## src/rtl/mux_4to1_rr.sv

```systemverilog
// mux_4to1_rr: merges four valid/ready streams into one registered output
// stream using round-robin arbitration, and tags each beat with its channel.
module mux_4to1_rr #(
  parameter int DATA_W = 8
) (
  input  logic                clk,
  input  logic                rst_n,
  input  logic [3:0]          in_valid,
  input  logic [4*DATA_W-1:0] in_data,
  output logic [3:0]          in_ready,
  output logic                out_valid,
  output logic [DATA_W-1:0]   out_data,
  output logic [1:0]          out_sel,
  input  logic                out_ready
);

  logic [1:0]        ptr_q, ptr_d;
  logic              out_valid_q, out_valid_d;
  logic [DATA_W-1:0] out_data_q, out_data_d;
  logic [1:0]        out_sel_q, out_sel_d;

  logic       load_en;
  logic [3:0] rot;
  logic [3:0] first;
  logic [1:0] off;
  logic [1:0] grant;
  logic       take;

  // Requests rotated so bit 0 is the channel at ptr; the lowest set bit
  // of the rotated vector is then the next channel in search order.
  always_comb begin
    load_en = !out_valid_q || out_ready;
    for (int j = 0; j < 4; j++) begin
      rot[j] = in_valid[2'(ptr_q + 2'(j))];
    end
    first = rot & (~rot + 4'd1);
    unique case (1'b1)
      first[0]: off = 2'd0;
      first[1]: off = 2'd1;
      first[2]: off = 2'd2;
      first[3]: off = 2'd3;
      default:  off = 2'd0;
    endcase
    grant = ptr_q + off;
    if (load_en && (|in_valid)) begin
      in_ready = 4'b0001 << grant;
    end else begin
      in_ready = 4'b0000;
    end
    take = |in_ready;
  end

  always_comb begin
    ptr_d       = ptr_q;
    out_valid_d = out_valid_q;
    out_data_d  = out_data_q;
    out_sel_d   = out_sel_q;
    if (take) begin
      out_valid_d = 1'b1;
      out_data_d  = in_data[grant*DATA_W +: DATA_W];
      out_sel_d   = grant;
      ptr_d       = grant + 2'd1;
    end else if (out_valid_q && out_ready) begin
      out_valid_d = 1'b0;
    end
  end

  always_ff @(posedge clk or negedge rst_n) begin
    if (!rst_n) begin
      ptr_q       <= 2'd0;
      out_valid_q <= 1'b0;
      out_data_q  <= '0;
      out_sel_q   <= 2'd0;
    end else begin
      ptr_q       <= ptr_d;
      out_valid_q <= out_valid_d;
      out_data_q  <= out_data_d;
      out_sel_q   <= out_sel_d;
    end
  end

  assign out_valid = out_valid_q;
  assign out_data  = out_data_q;
  assign out_sel   = out_sel_q;

endmodule

```

## config.mk

```make
export PLATFORM = sky130hd
export DESIGN_NAME = mux_4to1_rr
export DESIGN_NICKNAME = d
export VERILOG_FILES = /design/src/rtl/mux_4to1_rr.sv
export SDC_FILE = /design/constraint.sdc
export NUM_CORES = 1
export LEC_CHECK = 0
export ABC_AREA = 0
export CAP_MARGIN = 10
export CORE_MARGIN = 4
export CORE_UTILIZATION = 40
export CTS_BUF_LIST = sky130_fd_sc_hd__clkbuf_4 sky130_fd_sc_hd__clkbuf_8
export CTS_CLUSTER_SIZE = 25
export DETAILED_ROUTE_END_ITERATION = 12
export PLACE_DENSITY = 0.9
export SYNTH_ARGS = -nofsm -noshare
export SYNTH_HDL_FRONTEND = slang
export SYNTH_SLANG_ARGS = --single-unit
```

## constraint.sdc

```tcl
create_clock -name clk -period 3.1 [get_ports clk]
set_input_delay 0.62 -clock clk [delete_from_list [all_inputs] [get_ports clk]]
set_output_delay 0.62 -clock clk [all_outputs]
set_load 0.05 [all_outputs]
```

==> flow_summary.html, run 1 <==
<table>
<tr><th>Metric</th><th>Value</th></tr>
<tr><th colspan="2">Setup path</th></tr>
<tr><td>Worst reg2reg setup slack</td><td>~580 ps</td></tr>
<tr><td>Number of cells traversed by the worst register-to-register path</td><td>10</td></tr>
<tr><td>Type of origin of the critical path</td><td>primary input</td></tr>
<tr><td>Critical R2R Launch</td><td>ptr_q[1]</td></tr>
<tr><td>Destination of the worst register-to-register timing path</td><td>out_data[4]</td></tr>
<tr><td>Kind of end point of the critical path</td><td>output port</td></tr>
<tr><td>Crit Path Class</td><td>in2out</td></tr>
<tr><td>Arrival time reported for the critical path endpoint</td><td>2330 ps</td></tr>
<tr><td>CP max FO</td><td>6</td></tr>
<tr><td>Data required time of the worst path</td><td>approximately 2500 ps</td></tr>
<tr><th colspan="2">Drt</th></tr>
<tr><td>Detailed-routed wire length on met2</td><td>1.57 mm</td></tr>
<tr><td>Post-detailed-route DRC marker count</td><td>0</td></tr>
<tr><td>Average detailed-routed wire length per instance</td><td>around 16 um</td></tr>
<tr><td>Highest metal used</td><td>met4</td></tr>
<tr><td>Post-route ant nets</td><td>0</td></tr>
<tr><td>Routed vias/inst</td><td>5.44</td></tr>
<tr><td>Violation count after the first detailed-route iteration</td><td>26</td></tr>
<tr><td>Number of iterations in the first detailed-routing pass</td><td>4</td></tr>
<tr><td>Met1 layer wirelength in the final routing</td><td>roughly 1.3 mm</td></tr>
<tr><td>DR WL met3</td><td>about 260 um</td></tr>
<tr><td>Via count</td><td>1,126</td></tr>
<tr><td>Detailed-route wire length</td><td>3.23 mm</td></tr>
<tr><th colspan="2">Logic synthesis</th></tr>
<tr><td>Register bit total from synthesis</td><td>13</td></tr>
<tr><td>Leading cell types by total area after synthesis</td><td>sky130_fd_sc_hd__dfrtp_1 (30%), sky130_fd_sc_hd__mux2_2 (13%), sky130_fd_sc_hd__mux2i_1 (8.4%)</td></tr>
<tr><td>Commonest cells post-synth</td><td>sky130_fd_sc_hd__nand2_1 (15), sky130_fd_sc_hd__dfrtp_1 (13), sky130_fd_sc_hd__mux2_2 (12)</td></tr>
<tr><td>Post-synthesis instance area</td><td>roughly 1100 sq um</td></tr>
<tr><td>Register area share after synthesis</td><td>0.303</td></tr>
<tr><td>Synth top area share</td><td>0.303</td></tr>
<tr><td>Synthesized Nets</td><td>approximately 150</td></tr>
<tr><td>Count of mapped cells out of synthesis</td><td>108</td></tr>
<tr><td>Number of flops mapped to enable cells by yosys</td><td>0</td></tr>
<tr><td>Number of distinct library cells after synthesis</td><td>32</td></tr>
<tr><td>Mean post-synth cell area</td><td>~10 sq um</td></tr>
<tr><td>Total of warnings raised by yosys</td><td>0</td></tr>
<tr><td>Library cell with the largest summed area after synthesis</td><td>sky130_fd_sc_hd__dfrtp_1</td></tr>
<tr><td>Fraction of registers with async set/reset</td><td>1.00</td></tr>
<tr><td>Most used flip-flop cell after synthesis</td><td>sky130_fd_sc_hd__dfrtp_1</td></tr>
<tr><td>Count leader, synth</td><td>sky130_fd_sc_hd__nand2_1</td></tr>
<tr><th colspan="2">Global route</th></tr>
<tr><td>First-pass GRT wire length</td><td>~5.0 mm</td></tr>
<tr><td>Antenna violations before repair</td><td>0</td></tr>
<tr><td>Largest net degree at the start of global routing</td><td>17</td></tr>
<tr><td>Overall track demand over capacity in global routing</td><td>0.189</td></tr>
<tr><td>GR Overflow Total</td><td>0</td></tr>
<tr><td>Via count of the first global-routing pass</td><td>1,180</td></tr>
<tr><th colspan="2">Clocking</th></tr>
<tr><td>CTS tree</td><td>done</td></tr>
<tr><td>Number of levels in the clock H-tree</td><td>1</td></tr>
<tr><td>Number of buffers inserted during clock tree synthesis</td><td>3</td></tr>
<tr><td>Clock insertion delay at the later pin of the skew report</td><td>between 200 and 300 ps</td></tr>
<tr><td>Clk slew on worst S/H paths</td><td>70 ps</td></tr>
<tr><td>Max Buffers Root-to-Sink</td><td>2</td></tr>
<tr><td>Root Buffer</td><td>sky130_fd_sc_hd__clkbuf_4</td></tr>
<tr><td>Sink count of the clock tree</td><td>13</td></tr>
<tr><th colspan="2">Finish</th></tr>
<tr><td>Synthesis-to-layout area growth</td><td>71.8%</td></tr>
<tr><td>Layout Nets</td><td>218</td></tr>
<tr><td>Post-route cell area</td><td>around 1800 sq um</td></tr>
<tr><td>Final design utilization</td><td>0.732</td></tr>
<tr><td>Number of diodes added for antenna fixing</td><td>0</td></tr>
<tr><td>Layout fillers</td><td>180</td></tr>
<tr><td>Fraction of final layout cells sized beyond drive strength 1</td><td>0.294</td></tr>
<tr><th colspan="2">Place</th></tr>
<tr><td>Instance area at placement</td><td>1730 sq um</td></tr>
<tr><td>Total half-perimeter wirelength after legalization and detailed placement</td><td>approximately 2.5 mm</td></tr>
<tr><td>Count of port buffers added during placement</td><td>53</td></tr>
<tr><td>Final weighted congestion of routability-driven global placement</td><td>around 0.81</td></tr>
<tr><th colspan="2">Timing</th></tr>
<tr><td>Hold Slack</td><td>slightly above 500 ps</td></tr>
<tr><td>Final-report setup violation count</td><td>0</td></tr>
<tr><td>Final Hold Viols</td><td>0</td></tr>
<tr><td>RSZ-0062 raised after global routing</td><td>no</td></tr>
<tr><td>Setup TNS</td><td>0 ps</td></tr>
<tr><td>Final Max Tran Viols</td><td>0</td></tr>
<tr><td>Min cycle time layout</td><td>roughly 3000 ps</td></tr>
<tr><td>Highest clock rate</td><td>approximately 0.34 GHz</td></tr>
<tr><td>Actual slew at the worst max-slew pin</td><td>611 ps</td></tr>
<tr><td>Max-slew headroom</td><td>0.591</td></tr>
<tr><td>Setup Skew</td><td>7.31 ps</td></tr>
<tr><td>Share of the cycle needed by the critical path after routing</td><td>0.952</td></tr>
<tr><th colspan="2">Die</th></tr>
<tr><td>Area inside the core boundary</td><td>approximately 2500 sq um</td></tr>
<tr><td>Die span in x</td><td>between 50 and 60 um</td></tr>
<tr><td>Cell Rows</td><td>18</td></tr>
<tr><td>Starting density of the core</td><td>0.426</td></tr>
<tr><td>Height of the die</td><td>between 50 and 60 um</td></tr>
<tr><td>Die area</td><td>roughly 3600 sq um</td></tr>
<tr><td>Top-Level Pins</td><td>54</td></tr>
<tr><th colspan="2">Power</th></tr>
<tr><td>Internal Power</td><td>approximately 1.1 mW</td></tr>
<tr><td>Largest voltage drop on the vdd net</td><td>around 820 uV</td></tr>
<tr><td>Sw power</td><td>between 0.9 and 1 mW</td></tr>
<tr><td>Pleak</td><td>approximately 0.77 nW</td></tr>
<tr><td>Power share of the combinational group</td><td>0.793</td></tr>
<tr><td>Fraction of power spent switching nets</td><td>0.470</td></tr>
<tr><td>Power consumption</td><td>2.12 mW</td></tr>
<tr><td>Part of the power in registers</td><td>0.153</td></tr>
<tr><td>Power per cell area</td><td>between 1000 and 1500 nW/um^2</td></tr>
<tr><td>Relative contribution of the clock network to total power</td><td>0.054</td></tr>
<tr><th colspan="2">Worst hold path</th></tr>
<tr><td>Hold-critical path endpoint</td><td>out_data[6]</td></tr>
<tr><td>Hold depth</td><td>2</td></tr>
<tr><td>Worst Hold Launch</td><td>out_data[6]</td></tr>
<tr><td>Type of the most critical hold path</td><td>reg2reg</td></tr>
<tr><th colspan="2">Outcome</th></tr>
<tr><td>Status</td><td>complete, no violations</td></tr>
<tr><th colspan="2">Run</th></tr>
<tr><td># Max-Cap Violations</td><td>0</td></tr>
</table>
-- how the worst max path moves through the flow --
stage                start           to  slack (ps)  cells past startpoint
6_report       in_valid[0]  in_ready[2]         150                     11
5_1_grt           ptr_q[1]  in_ready[2]          30                      9
4_1_cts        in_valid[0]  in_ready[2]           6                     11
3_5_place_dp   in_valid[2]  in_ready[0]        -270                     11
3_3_place_gp   in_valid[0]  in_ready[0]        -200                     12
2_1_floorplan  in_valid[0]  in_ready[3]         100                     10
-- power groups by stage --
stage | Sequential, mW | Clock, mW | Combinational, mW
floorplan | 0.532 | 0 | 0.773
CTS | 0.319 | 0.117 | 1.58
global route | 0.333 | 0.126 | 1.77
detailed placement | 0.314 | 0 | 1.52
finish | 0.324 | 0.114 | 1.68
global placement | 0.316 | 0 | 1.48
-- layer usage --
layer | track usage | up-vias
li1 | - | 539
met1 | 0.216 | 527
met2 | 0.313 | 51
met3 | 0.0454 | 9
met4 | 0.120 | 0
met5 | 0 | -
-- flip-flops by register name, indices dropped and copies added (netlist names) --
register / flops
out_sel: 2
ptr_q: 2
out_data: 8
out_valid: 1
-- critical path, stage by stage --
cell                              delay (ps)
sky130_fd_sc_hd__clkdlybuf4s15_1         200
sky130_fd_sc_hd__inv_1                    60
sky130_fd_sc_hd__o21ai_1                 120
sky130_fd_sc_hd__a21oi_1                  80
sky130_fd_sc_hd__nor3_1                  180
sky130_fd_sc_hd__a21oi_1                  70
sky130_fd_sc_hd__ha_2                    220
sky130_fd_sc_hd__xnor2_4                 230
sky130_fd_sc_hd__xnor2_4                 180
sky130_fd_sc_hd__nor2b_4                 230
sky130_fd_sc_hd__buf_12                  150
-- cell usage in the layout, fill, tap and decap left out, drive strengths merged, types with 2 or more instances in the layout --
cell type / instances
buf: 21
a21oi: 5
nand2b: 3
dfrtp: 13
inv: 2
a22oi: 8
mux2: 18
clkdlybuf4s50: 45
mux2i: 9
nand2: 15
nor2: 5
clkbuf: 6
xnor2: 2
nor2b: 2
o211ai: 8
-- final cells by class --
class / instances / area (sq um) / area share
inverters: 2 / 7.51 / 0.00407
clock buffers: 4 / 30.0 / 0.0163
multi-input cells: 88 / 777 / 0.421
well taps: 30 / 37.5 / 0.0203
flip-flops and latches: 13 / 325 / 0.176
repair buffers: 70 / 669 / 0.362
-- stage by stage --
| step | worst slack [ps] | cells |
|---|---|---|
| final | 149 | 207 |
| after global placement | -205 | 200 |
| after CTS | 6.07 | 205 |
| after detailed placement | -268 | 200 |
| after floorplan | 97.2 | 108 |
| after global routing | 33.8 | 207 |
-- cell families after synthesis --
kind of cell,Yosys count,share of synthesized area
buf+inv,7,0.0384
compound gates,28,0.213
fa+ha+maj,1,0.0116
simple gates,30,0.135
mux,27,0.276
xor+xnor,2,0.0233
flops,13,0.303
-- timing repair --
item	in CTS	in global routing
buffers inserted	1	2
endpoints found under the setup margin	4	4
pin swaps	2	4
hold buffers	0	0
resized for setup	9	13
(Power assumes the default switching activity.)
==> inputs of run 2 (changes only) <==
--- a/config.mk
+++ b/config.mk
@@ -13,4 +13,5 @@
 export CTS_CLUSTER_SIZE = 25
 export DETAILED_ROUTE_END_ITERATION = 12
+export GPL_TIMING_DRIVEN = 0
 export PLACE_DENSITY = 0.9
 export SYNTH_ARGS = -nofsm -noshare
==> constraint.sdc (replaced) <==
create_clock -name clk -period 3.1 [get_ports clk]
set_input_delay 0.62 -clock clk [delete_from_list [all_inputs] [get_ports clk]]
set_output_delay 0.62 -clock clk [all_outputs]
set_load 0.02 [all_outputs]
==> run 2 against run 1 <==
Clock-buffer cell count unchanged. Total power decreased by 21%. Global-route usage increased by 0.089 points. First-iteration DRC count decreased by 12%. Register-to-register slack improved by 120 ps. Die area unchanged. Largest cell class unchanged. Clock power increased by 5%. Utilization decreased by 6.1 points. Clock skew decreased by 4.3 ps.
==> flow_summary.html, run 2 (synthesis results as in run 1) <==
<table>
<tr><th>Metric</th><th>Value</th></tr>
<tr><th colspan="2">Die</th></tr>
<tr><td>Top-Level Pins</td><td>54 (unchanged)</td></tr>
<tr><td>Area inside the core boundary</td><td>2520 sq um (unchanged)</td></tr>
<tr><td>Die span in x</td><td>59.8 um (unchanged)</td></tr>
<tr><td>Die area</td><td>3580 sq um (unchanged)</td></tr>
<tr><td>Starting density of the core</td><td>0.426 (unchanged)</td></tr>
<tr><td>Cell Rows</td><td>18 (unchanged)</td></tr>
<tr><td>Height of the die</td><td>59.8 um (unchanged)</td></tr>
<tr><th colspan="2">Finish</th></tr>
<tr><td>Fraction of final layout cells sized beyond drive strength 1</td><td>0.238 (-0.0557)</td></tr>
<tr><td>Post-route non-filler standard cell count</td><td>198 (-4.3%)</td></tr>
<tr><td>Register area</td><td>325 sq um (unchanged)</td></tr>
<tr><td>Leading cell type in the layout, fill and taps excluded</td><td>sky130_fd_sc_hd__clkdlybuf4s50_1</td></tr>
<tr><td>Total area of multi-input combinational cells</td><td>724 sq um (-6.8%)</td></tr>
<tr><td>Layout fillers</td><td>197 (+9.4%)</td></tr>
<tr><td>Flip-flop count of the largest register after layout</td><td>8 (unchanged)</td></tr>
<tr><td>Layout Nets</td><td>209 (-4.1%)</td></tr>
<tr><td>Commonest cells after routing, fill and taps aside</td><td>sky130_fd_sc_hd__clkdlybuf4s50_1 (45), sky130_fd_sc_hd__nand2_1 (15), sky130_fd_sc_hd__dfrtp_1 (13)</td></tr>
<tr><td>Number of diodes added for antenna fixing</td><td>0 (unchanged)</td></tr>
<tr><td>Synthesis-to-layout area growth</td><td>57.5%</td></tr>
<tr><th colspan="2">Timing</th></tr>
<tr><td>Setup Skew</td><td>2.96 ps (-4.35 ps)</td></tr>
<tr><td>Final Hold Viols</td><td>0 (unchanged)</td></tr>
<tr><td>Actual slew at the worst max-slew pin</td><td>628 ps (+16.8 ps)</td></tr>
<tr><td>Highest clock rate</td><td>0.343 GHz (+1.3%)</td></tr>
<tr><td>Setup TNS</td><td>0 ps (unchanged)</td></tr>
<tr><td>RSZ-0062 raised after global routing</td><td>no</td></tr>
<tr><td>Share of the cycle needed by the critical path after routing</td><td>0.940 (-0.0123)</td></tr>
<tr><td>Final-report setup violation count</td><td>0 (unchanged)</td></tr>
<tr><td>Max-slew headroom</td><td>0.580 (-0.0110)</td></tr>
<tr><td>Final Max Tran Viols</td><td>0 (unchanged)</td></tr>
<tr><td>Hold Slack</td><td>507 ps (-1.16 ps)</td></tr>
<tr><td>Min cycle time layout</td><td>2910 ps (-38.2 ps)</td></tr>
<tr><th colspan="2">Worst hold path</th></tr>
<tr><td>Type of the most critical hold path</td><td>reg2reg</td></tr>
<tr><td>Hold-critical path endpoint</td><td>out_sel[0]</td></tr>
<tr><td>Worst Hold Launch</td><td>out_sel[0]</td></tr>
<tr><td>Hold depth</td><td>2 (unchanged)</td></tr>
<tr><th colspan="2">Place</th></tr>
<tr><td>Final weighted congestion of routability-driven global placement</td><td>0.755 (-7.0%)</td></tr>
<tr><td>Count of port buffers added during placement</td><td>53 (unchanged)</td></tr>
<tr><td>Placed Instances</td><td>191 (-4.5%)</td></tr>
<tr><td>Total half-perimeter wirelength after legalization and detailed placement</td><td>2.47 mm (-0.31%)</td></tr>
<tr><th colspan="2">Setup path</th></tr>
<tr><td>Crit Path Class</td><td>reg2out</td></tr>
<tr><td>Number of cells traversed by the worst register-to-register path</td><td>10 (unchanged)</td></tr>
<tr><td>Cell with the largest stage delay on the worst path</td><td>sky130_fd_sc_hd__dfrtp_1</td></tr>
<tr><td>CP bufs+invs</td><td>2 (-1)</td></tr>
<tr><td>CP max FO</td><td>7 (+1)</td></tr>
<tr><td>Critical R2R Launch</td><td>ptr_q[1]</td></tr>
<tr><td>Destination of the worst register-to-register timing path</td><td>out_data[5]</td></tr>
<tr><td>Data required time of the worst path</td><td>2480 ps (about the same)</td></tr>
<tr><td>Type of origin of the critical path</td><td>flop</td></tr>
<tr><td>Crit-path max cell delay</td><td>480 ps (+250 ps)</td></tr>
<tr><td>Crit path max-delay family</td><td>flip-flops</td></tr>
<tr><td>Ordered list of cells on the worst path</td><td>and2b_2 &gt; a21oi_1 &gt; a21oi_1 &gt; ha_2 &gt; xnor2_2 &gt; xnor2_2 &gt; buf_4 &gt; nor2b_4 &gt; buf_6</td></tr>
<tr><td>Instance count on the critical path</td><td>9 (-2)</td></tr>
<tr><td>Arrival time reported for the critical path endpoint</td><td>2290 ps (-40 ps)</td></tr>
<tr><td>Worst reg2reg setup slack</td><td>700 ps (+120 ps)</td></tr>
<tr><td>Kind of end point of the critical path</td><td>output port</td></tr>
<tr><td>Setup crit start</td><td>ptr_q[1]</td></tr>
<tr><th colspan="2">Global route</th></tr>
<tr><td>Largest net degree at the start of global routing</td><td>14 (-3)</td></tr>
<tr><td>Overall track demand over capacity in global routing</td><td>0.190 (+0.000892)</td></tr>
<tr><td>Met3 demand-to-capacity share in global routing</td><td>0.0605 (+0.0151)</td></tr>
<tr><td>Global Route met2 Usage</td><td>0.332 (+0.0185)</td></tr>
<tr><td>Via count of the first global-routing pass</td><td>1,174 (-0.51%)</td></tr>
<tr><td>First-pass GRT wire length</td><td>5.15 mm (+3.0%)</td></tr>
<tr><td>Layer with the highest usage after global routing</td><td>met2</td></tr>
<tr><td>Antenna violations before repair</td><td>0 (unchanged)</td></tr>
<tr><td>GR Overflow Total</td><td>0 (unchanged)</td></tr>
<tr><td>Routing usage on met1</td><td>0.218 (+0.00133)</td></tr>
<tr><th colspan="2">Drt</th></tr>
<tr><td>Via count</td><td>1,094 (-2.8%)</td></tr>
<tr><td>Routed vias/inst</td><td>5.53 (+1.6%)</td></tr>
<tr><td>Violation count after the first detailed-route iteration</td><td>23 (-12%)</td></tr>
<tr><td>Post-detailed-route DRC marker count</td><td>0 (unchanged)</td></tr>
<tr><td>Detailed-route wire length</td><td>3.13 mm (-3.1%)</td></tr>
<tr><td>Number of iterations in the first detailed-routing pass</td><td>4 (unchanged)</td></tr>
<tr><td>Post-route ant nets</td><td>0 (unchanged)</td></tr>
<tr><td>Average detailed-routed wire length per instance</td><td>15.8 um (+1.3%)</td></tr>
<tr><th colspan="2">Clocking</th></tr>
<tr><td>Max Buffers Root-to-Sink</td><td>2 (unchanged)</td></tr>
<tr><td>Number of levels in the clock H-tree</td><td>1 (unchanged)</td></tr>
<tr><td>Clk slew on worst S/H paths</td><td>90 ps (+20 ps)</td></tr>
<tr><td>Root Buffer</td><td>sky130_fd_sc_hd__clkbuf_4</td></tr>
<tr><td>Clock insertion delay at the later pin of the skew report</td><td>280 ps (about the same)</td></tr>
<tr><td>Hold-fix buffers, CTS</td><td>0 (unchanged)</td></tr>
<tr><td>Number of buffers inserted during clock tree synthesis</td><td>3 (unchanged)</td></tr>
<tr><td>Sink count of the clock tree</td><td>13 (unchanged)</td></tr>
<tr><td>CTS tree</td><td>done</td></tr>
<tr><th colspan="2">Power</th></tr>
<tr><td>Internal Power</td><td>0.970 mW (-14%)</td></tr>
<tr><td>Fraction of power spent switching nets</td><td>0.421 (-0.0497)</td></tr>
<tr><td>Part of the power in registers</td><td>0.190 (+0.037)</td></tr>
<tr><td>Largest voltage drop on the vdd net</td><td>646 uV (-21%)</td></tr>
<tr><td>Power per cell area</td><td>989 nW/um^2 (-14%)</td></tr>
<tr><td>Relative contribution of the clock network to total power</td><td>0.072 (+0.018)</td></tr>
<tr><td>Power share of the combinational group</td><td>0.738 (-0.055)</td></tr>
<tr><td>Sw power</td><td>0.705 mW (-29%)</td></tr>
<tr><td>Pleak</td><td>0.701 nW (-8.9%)</td></tr>
<tr><th colspan="2">Outcome</th></tr>
<tr><td>Status</td><td>complete, no violations</td></tr>
<tr><th colspan="2">Run</th></tr>
<tr><td># Max-Cap Violations</td><td>0 (unchanged)</td></tr>
</table>
-- run 2: worst max path at each step --
stage / endpoint / slack (ps)
5_1_grt: in_ready[3] / 0.1
6_report: in_ready[2] / 190
3_3_place_gp: in_ready[3] / -950
4_1_cts: in_ready[2] / 9
3_5_place_dp: in_ready[3] / -980
2_1_floorplan: in_ready[3] / 230
-- run 2: power groups by stage --
stage | Combinational (mW) | Sequential [mW] | Clock [mW]
after floorplan | 0.688 | 0.386 | 0
after global placement | 1.10 | 0.312 | 0
final | 1.24 | 0.319 | 0.120
after detailed placement | 1.13 | 0.317 | 0
after CTS | 1.22 | 0.317 | 0.120
after global routing | 1.33 | 0.330 | 0.129
-- run 2: routing by layer --
layer,vias to the layer above,part of all wire
li1,524,-
met1,509,0.40
met2,54,0.48
met3,7,0.097
met4,0,0.016
met5,-,0
-- run 2: worst reg2reg max path, delay by kind of cell (launching register included) --
| family | cells | cell delay [ps] |
|---|---|---|
| flops | 1 | 480 |
| compound gates | 4 | 540 |
| fa+ha+maj | 1 | 200 |
| xor+xnor | 1 | 220 |
| simple gates | 2 | 410 |
| buf+inv | 2 | 460 |
-- run 2: layout make-up --
class / count / area share
multi-input cells: 88 / 0.428
repair buffers: 57 / 0.318
flip-flops and latches: 13 / 0.192
well taps: 30 / 0.0222
clock buffers: 4 / 0.0177
plain buffers: 4 / 0.0177
inverters: 2 / 0.00443
-- run 2: metrics by stage --
| step | worst slack (ps) | utilization | total power, mW | instance area [sq um] |
|---|---|---|---|---|
| after floorplan | 233 | - | 1.07 | 1070 |
| after global placement | -945 | 0.651 | 1.41 | 1640 |
| after detailed placement | -984 | 0.651 | 1.44 | 1640 |
| after CTS | 9.42 | 0.674 | 1.66 | 1700 |
| after global routing | 0.149 | 0.671 | 1.79 | 1690 |
| final | 187 | 0.671 | 1.67 | 1690 |
-- run 2: timing repair --
action	4_1_cts	5_1_grt
endpoints found under the hold margin	0	0
endpoints found under the setup margin	4	4
pin swaps	3	3
gates resized for setup	26	13
buffers inserted	4	0
==> inputs of run 3 (changes only) <==
SKIP_CTS_REPAIR_TIMING = 1   (was not set)
==> run 3 against run 2 <==
Hold slack about the same. Setup slack lost 44 ps. Cell area grew 1.7%. Die area did not move. Non-clock buffer count grew 1. Sequential share of layout area down 0.25 points. Total power increased by 2.7%. Clock-buffer cell count unchanged. Critical path type is now in2out. Critical endpoint is now in_ready[3]. Largest cell class unchanged.
==> flow_summary.html, run 3 (synthesis results as in run 1) <==
<table>
<tr><th>Metric</th><th>Value</th></tr>
<tr><th colspan="2">Place</th></tr>
<tr><td>Instance area at placement</td><td>1640 sq um (unchanged)</td></tr>
<tr><td>Final weighted congestion of routability-driven global placement</td><td>0.755 (unchanged)</td></tr>
<tr><td>Total half-perimeter wirelength after legalization and detailed placement</td><td>2.47 mm (unchanged)</td></tr>
<tr><td>Pre-CTS worst setup slack</td><td>-984 ps (unchanged)</td></tr>
<tr><td>Count of port buffers added during placement</td><td>53 (unchanged)</td></tr>
<tr><th colspan="2">Setup path</th></tr>
<tr><td>Kind of end point of the critical path</td><td>output port</td></tr>
<tr><td>Crit path max-delay family</td><td>buffers and inverters</td></tr>
<tr><td>CP max FO</td><td>7 (unchanged)</td></tr>
<tr><td>Arrival time reported for the critical path endpoint</td><td>2340 ps (+50 ps)</td></tr>
<tr><td>Ordered list of cells on the worst path</td><td>dlymetal6s2s_1 &gt; and2b_1 &gt; a21oi_1 &gt; a21oi_1 &gt; ha_2 &gt; xnor2_4 &gt; xnor2_2 &gt; buf_6 &gt; nor2b_1 &gt; buf_4</td></tr>
<tr><td>Data required time of the worst path</td><td>2480 ps (about the same)</td></tr>
<tr><td>Critical R2R Launch</td><td>ptr_q[1]</td></tr>
<tr><td>Worst reg2reg setup slack</td><td>800 ps (+100 ps)</td></tr>
<tr><td>CP bufs+invs</td><td>3 (+1)</td></tr>
<tr><td>Crit Path Class</td><td>in2out</td></tr>
<tr><td>Crit-path max cell delay</td><td>290 ps (-190 ps)</td></tr>
<tr><td>Number of cells traversed by the worst register-to-register path</td><td>11 (+1)</td></tr>
<tr><td>Cell with the largest stage delay on the worst path</td><td>sky130_fd_sc_hd__and2b_1</td></tr>
<tr><td>Destination of the worst register-to-register timing path</td><td>out_data[0]</td></tr>
<tr><td>Type of origin of the critical path</td><td>primary input</td></tr>
<tr><td>Cell mode on critical path</td><td>sky130_fd_sc_hd__a21oi_1</td></tr>
<tr><th colspan="2">Timing</th></tr>
<tr><td>Final Hold Viols</td><td>0 (unchanged)</td></tr>
<tr><td>Max-slew headroom</td><td>0.576 (-0.00384)</td></tr>
<tr><td>Final Max Tran Viols</td><td>0 (unchanged)</td></tr>
<tr><td>Final-report setup violation count</td><td>0 (unchanged)</td></tr>
<tr><td>Min cycle time layout</td><td>2960 ps (+44.0 ps)</td></tr>
<tr><td>Share of the cycle needed by the critical path after routing</td><td>0.954 (+0.0142)</td></tr>
<tr><td>Actual slew at the worst max-slew pin</td><td>633 ps (+5.75 ps)</td></tr>
<tr><td>Setup Skew</td><td>6.28 ps (+3.32 ps)</td></tr>
<tr><td>Highest clock rate</td><td>0.338 GHz (-1.5%)</td></tr>
<tr><td>Worst Setup Slack, final</td><td>143 ps (-44.0 ps)</td></tr>
<tr><th colspan="2">Power</th></tr>
<tr><td>Internal Power</td><td>0.996 mW (+2.6%)</td></tr>
<tr><td>Sw power</td><td>0.725 mW (+2.9%)</td></tr>
<tr><td>Power per cell area</td><td>999 nW/um^2 (+1.0%)</td></tr>
<tr><td>Fraction of power spent switching nets</td><td>0.421 (+0.000624)</td></tr>
<tr><td>Part of the power in registers</td><td>0.185 (-0.005)</td></tr>
<tr><td>Power consumption</td><td>1.72 mW (+2.7%)</td></tr>
<tr><td>Largest voltage drop on the vdd net</td><td>646 uV (about the same)</td></tr>
<tr><td>Pleak</td><td>0.739 nW (+5.4%)</td></tr>
<tr><td>Relative contribution of the clock network to total power</td><td>0.069 (-0.003)</td></tr>
<tr><td>Power share of the combinational group</td><td>0.746 (+0.008)</td></tr>
<tr><th colspan="2">Die</th></tr>
<tr><td>Height of the die</td><td>59.8 um (unchanged)</td></tr>
<tr><td>Area inside the core boundary</td><td>2520 sq um (unchanged)</td></tr>
<tr><td>Die area</td><td>3580 sq um (unchanged)</td></tr>
<tr><td>Top-Level Pins</td><td>54 (unchanged)</td></tr>
<tr><td>Starting density of the core</td><td>0.426 (unchanged)</td></tr>
<tr><td>Die span in x</td><td>59.8 um (unchanged)</td></tr>
<tr><td>Cell Rows</td><td>18 (unchanged)</td></tr>
<tr><th colspan="2">Drt</th></tr>
<tr><td>Violation count after the first detailed-route iteration</td><td>25 (+8.7%)</td></tr>
<tr><td>Via count</td><td>1,125 (+2.8%)</td></tr>
<tr><td>Average detailed-routed wire length per instance</td><td>16.2 um (+2.7%)</td></tr>
<tr><td>Number of iterations in the first detailed-routing pass</td><td>4 (unchanged)</td></tr>
<tr><td>Detailed-route wire length</td><td>3.23 mm (+3.2%)</td></tr>
<tr><td>Routed vias/inst</td><td>5.65 (+2.3%)</td></tr>
<tr><td>Post-detailed-route DRC marker count</td><td>0 (unchanged)</td></tr>
<tr><td>Post-route ant nets</td><td>0 (unchanged)</td></tr>
<tr><th colspan="2">Finish</th></tr>
<tr><td>Register area</td><td>327 sq um (+0.38%)</td></tr>
<tr><td>Layout Nets</td><td>210 (+0.48%)</td></tr>
<tr><td>Total area of multi-input combinational cells</td><td>732 sq um (+1.0%)</td></tr>
<tr><td>Commonest cells after routing, fill and taps aside</td><td>sky130_fd_sc_hd__clkdlybuf4s50_1 (45), sky130_fd_sc_hd__nand2_1 (15), sky130_fd_sc_hd__mux2_2 (12), sky130_fd_sc_hd__dfrtp_1 (12), sky130_fd_sc_hd__mux2i_1 (9)</td></tr>
<tr><td>Number of diodes added for antenna fixing</td><td>0 (unchanged)</td></tr>
<tr><td>Fraction of final layout cells sized beyond drive strength 1</td><td>0.219 (-0.0192)</td></tr>
<tr><td>Flip-flop count of the largest register after layout</td><td>8 (unchanged)</td></tr>
<tr><td>Post-route cell area</td><td>1720 sq um (+1.7%)</td></tr>
<tr><td>Synthesis-to-layout area growth</td><td>60.2%</td></tr>
<tr><td>Layout fillers</td><td>200 (+1.5%)</td></tr>
<tr><td>Leading cell type in the layout, fill and taps excluded</td><td>sky130_fd_sc_hd__clkdlybuf4s50_1</td></tr>
<tr><th colspan="2">Global route</th></tr>
<tr><td>Overall track demand over capacity in global routing</td><td>0.187 (-0.00365)</td></tr>
<tr><td>Via count of the first global-routing pass</td><td>1,170 (-0.34%)</td></tr>
<tr><td>Largest net degree at the start of global routing</td><td>14 (unchanged)</td></tr>
<tr><td>GR Overflow Total</td><td>0 (unchanged)</td></tr>
<tr><td>First-pass GRT wire length</td><td>5.04 mm (-2.0%)</td></tr>
<tr><td>Antenna violations before repair</td><td>0 (unchanged)</td></tr>
<tr><th colspan="2">Clocking</th></tr>
<tr><td>Sink count of the clock tree</td><td>13 (unchanged)</td></tr>
<tr><td>Clk slew on worst S/H paths</td><td>80 ps (about the same)</td></tr>
<tr><td>Root Buffer</td><td>sky130_fd_sc_hd__clkbuf_4</td></tr>
<tr><td>CTS tree</td><td>done</td></tr>
<tr><td>Number of buffers inserted during clock tree synthesis</td><td>3 (unchanged)</td></tr>
<tr><td>Number of levels in the clock H-tree</td><td>1 (unchanged)</td></tr>
<tr><td>Max Buffers Root-to-Sink</td><td>2 (unchanged)</td></tr>
<tr><td>Clock insertion delay at the later pin of the skew report</td><td>280 ps (about the same)</td></tr>
<tr><th colspan="2">Worst hold path</th></tr>
<tr><td>Hold-critical path endpoint</td><td>out_sel[0]</td></tr>
<tr><td>Worst Hold Launch</td><td>out_sel[0]</td></tr>
<tr><td>Hold depth</td><td>2 (unchanged)</td></tr>
<tr><td>Type of the most critical hold path</td><td>reg2reg</td></tr>
<tr><th colspan="2">Outcome</th></tr>
<tr><td>Status</td><td>complete, no violations</td></tr>
<tr><th colspan="2">Run</th></tr>
<tr><td># Max-Cap Violations</td><td>0 (unchanged)</td></tr>
</table>
run 3: worst max-delay path by stage:
stage	from	cells after the start	slack [ps]	to
global route	in_valid[3]	11	-10	in_ready[3]
floorplan	in_valid[0]	10	230	in_ready[3]
CTS	in_valid[0]	12	-990	in_ready[3]
global placement	in_valid[0]	12	-950	in_ready[3]
detailed placement	in_valid[0]	12	-980	in_ready[3]
finish	in_valid[3]	10	140	in_ready[3]
run 3: area by class of cell:
| type | count | area share |
|---|---|---|
| multi-input combinational | 88 | 0.425 |
| timing repair buffer | 58 | 0.324 |
| sequential | 13 | 0.190 |
| tap | 30 | 0.0218 |
| clock buffer | 4 | 0.0174 |
| buffer | 4 | 0.0174 |
| inverter | 2 | 0.00436 |
run 3: power groups by stage:
stage | Clock, mW | Sequential, mW | Combinational, mW
2_1_floorplan | 0 | 0.386 | 0.688
5_1_grt | 0.129 | 0.328 | 1.37
4_1_cts | 0.120 | 0.316 | 1.13
6_report | 0.119 | 0.318 | 1.28
3_3_place_gp | 0 | 0.312 | 1.10
3_5_place_dp | 0 | 0.317 | 1.13
run 3: stage by stage:
| stage | hold WS, ps | instances | setup TNS [ps] | util |
|---|---|---|---|---|
| floorplan | 324 | 108 | 0 | - |
| global placement | 472 | 191 | -3360 | 0.651 |
| detailed placement | 485 | 191 | -4050 | 0.651 |
| CTS | 505 | 195 | -3520 | 0.663 |
| global route | 546 | 199 | -13.2 | 0.683 |
| finish | 507 | 199 | 0 | 0.683 |
run 3: per-layer routing:
layer	GRT usage	wire, um	vias up
met1	0.212	1270	535
met2	0.326	1590	61
met5	0	0	-
met3	0.0605	315	6
met4	0.0633	48	0
li1	-	-	523
run 3: worst register-to-register path: cells and delay by family, from the launching register on:
kind                     cells  cell delay [ps]
AO/OA/AOI/OAI                4              480
flip-flops                   1              460
XOR/XNOR                     2              330
buffers and inverters        2              300
adder cells (fa/ha/maj)      1              250
multiplexers                 1              200
AND/OR/NAND/NOR              1              160
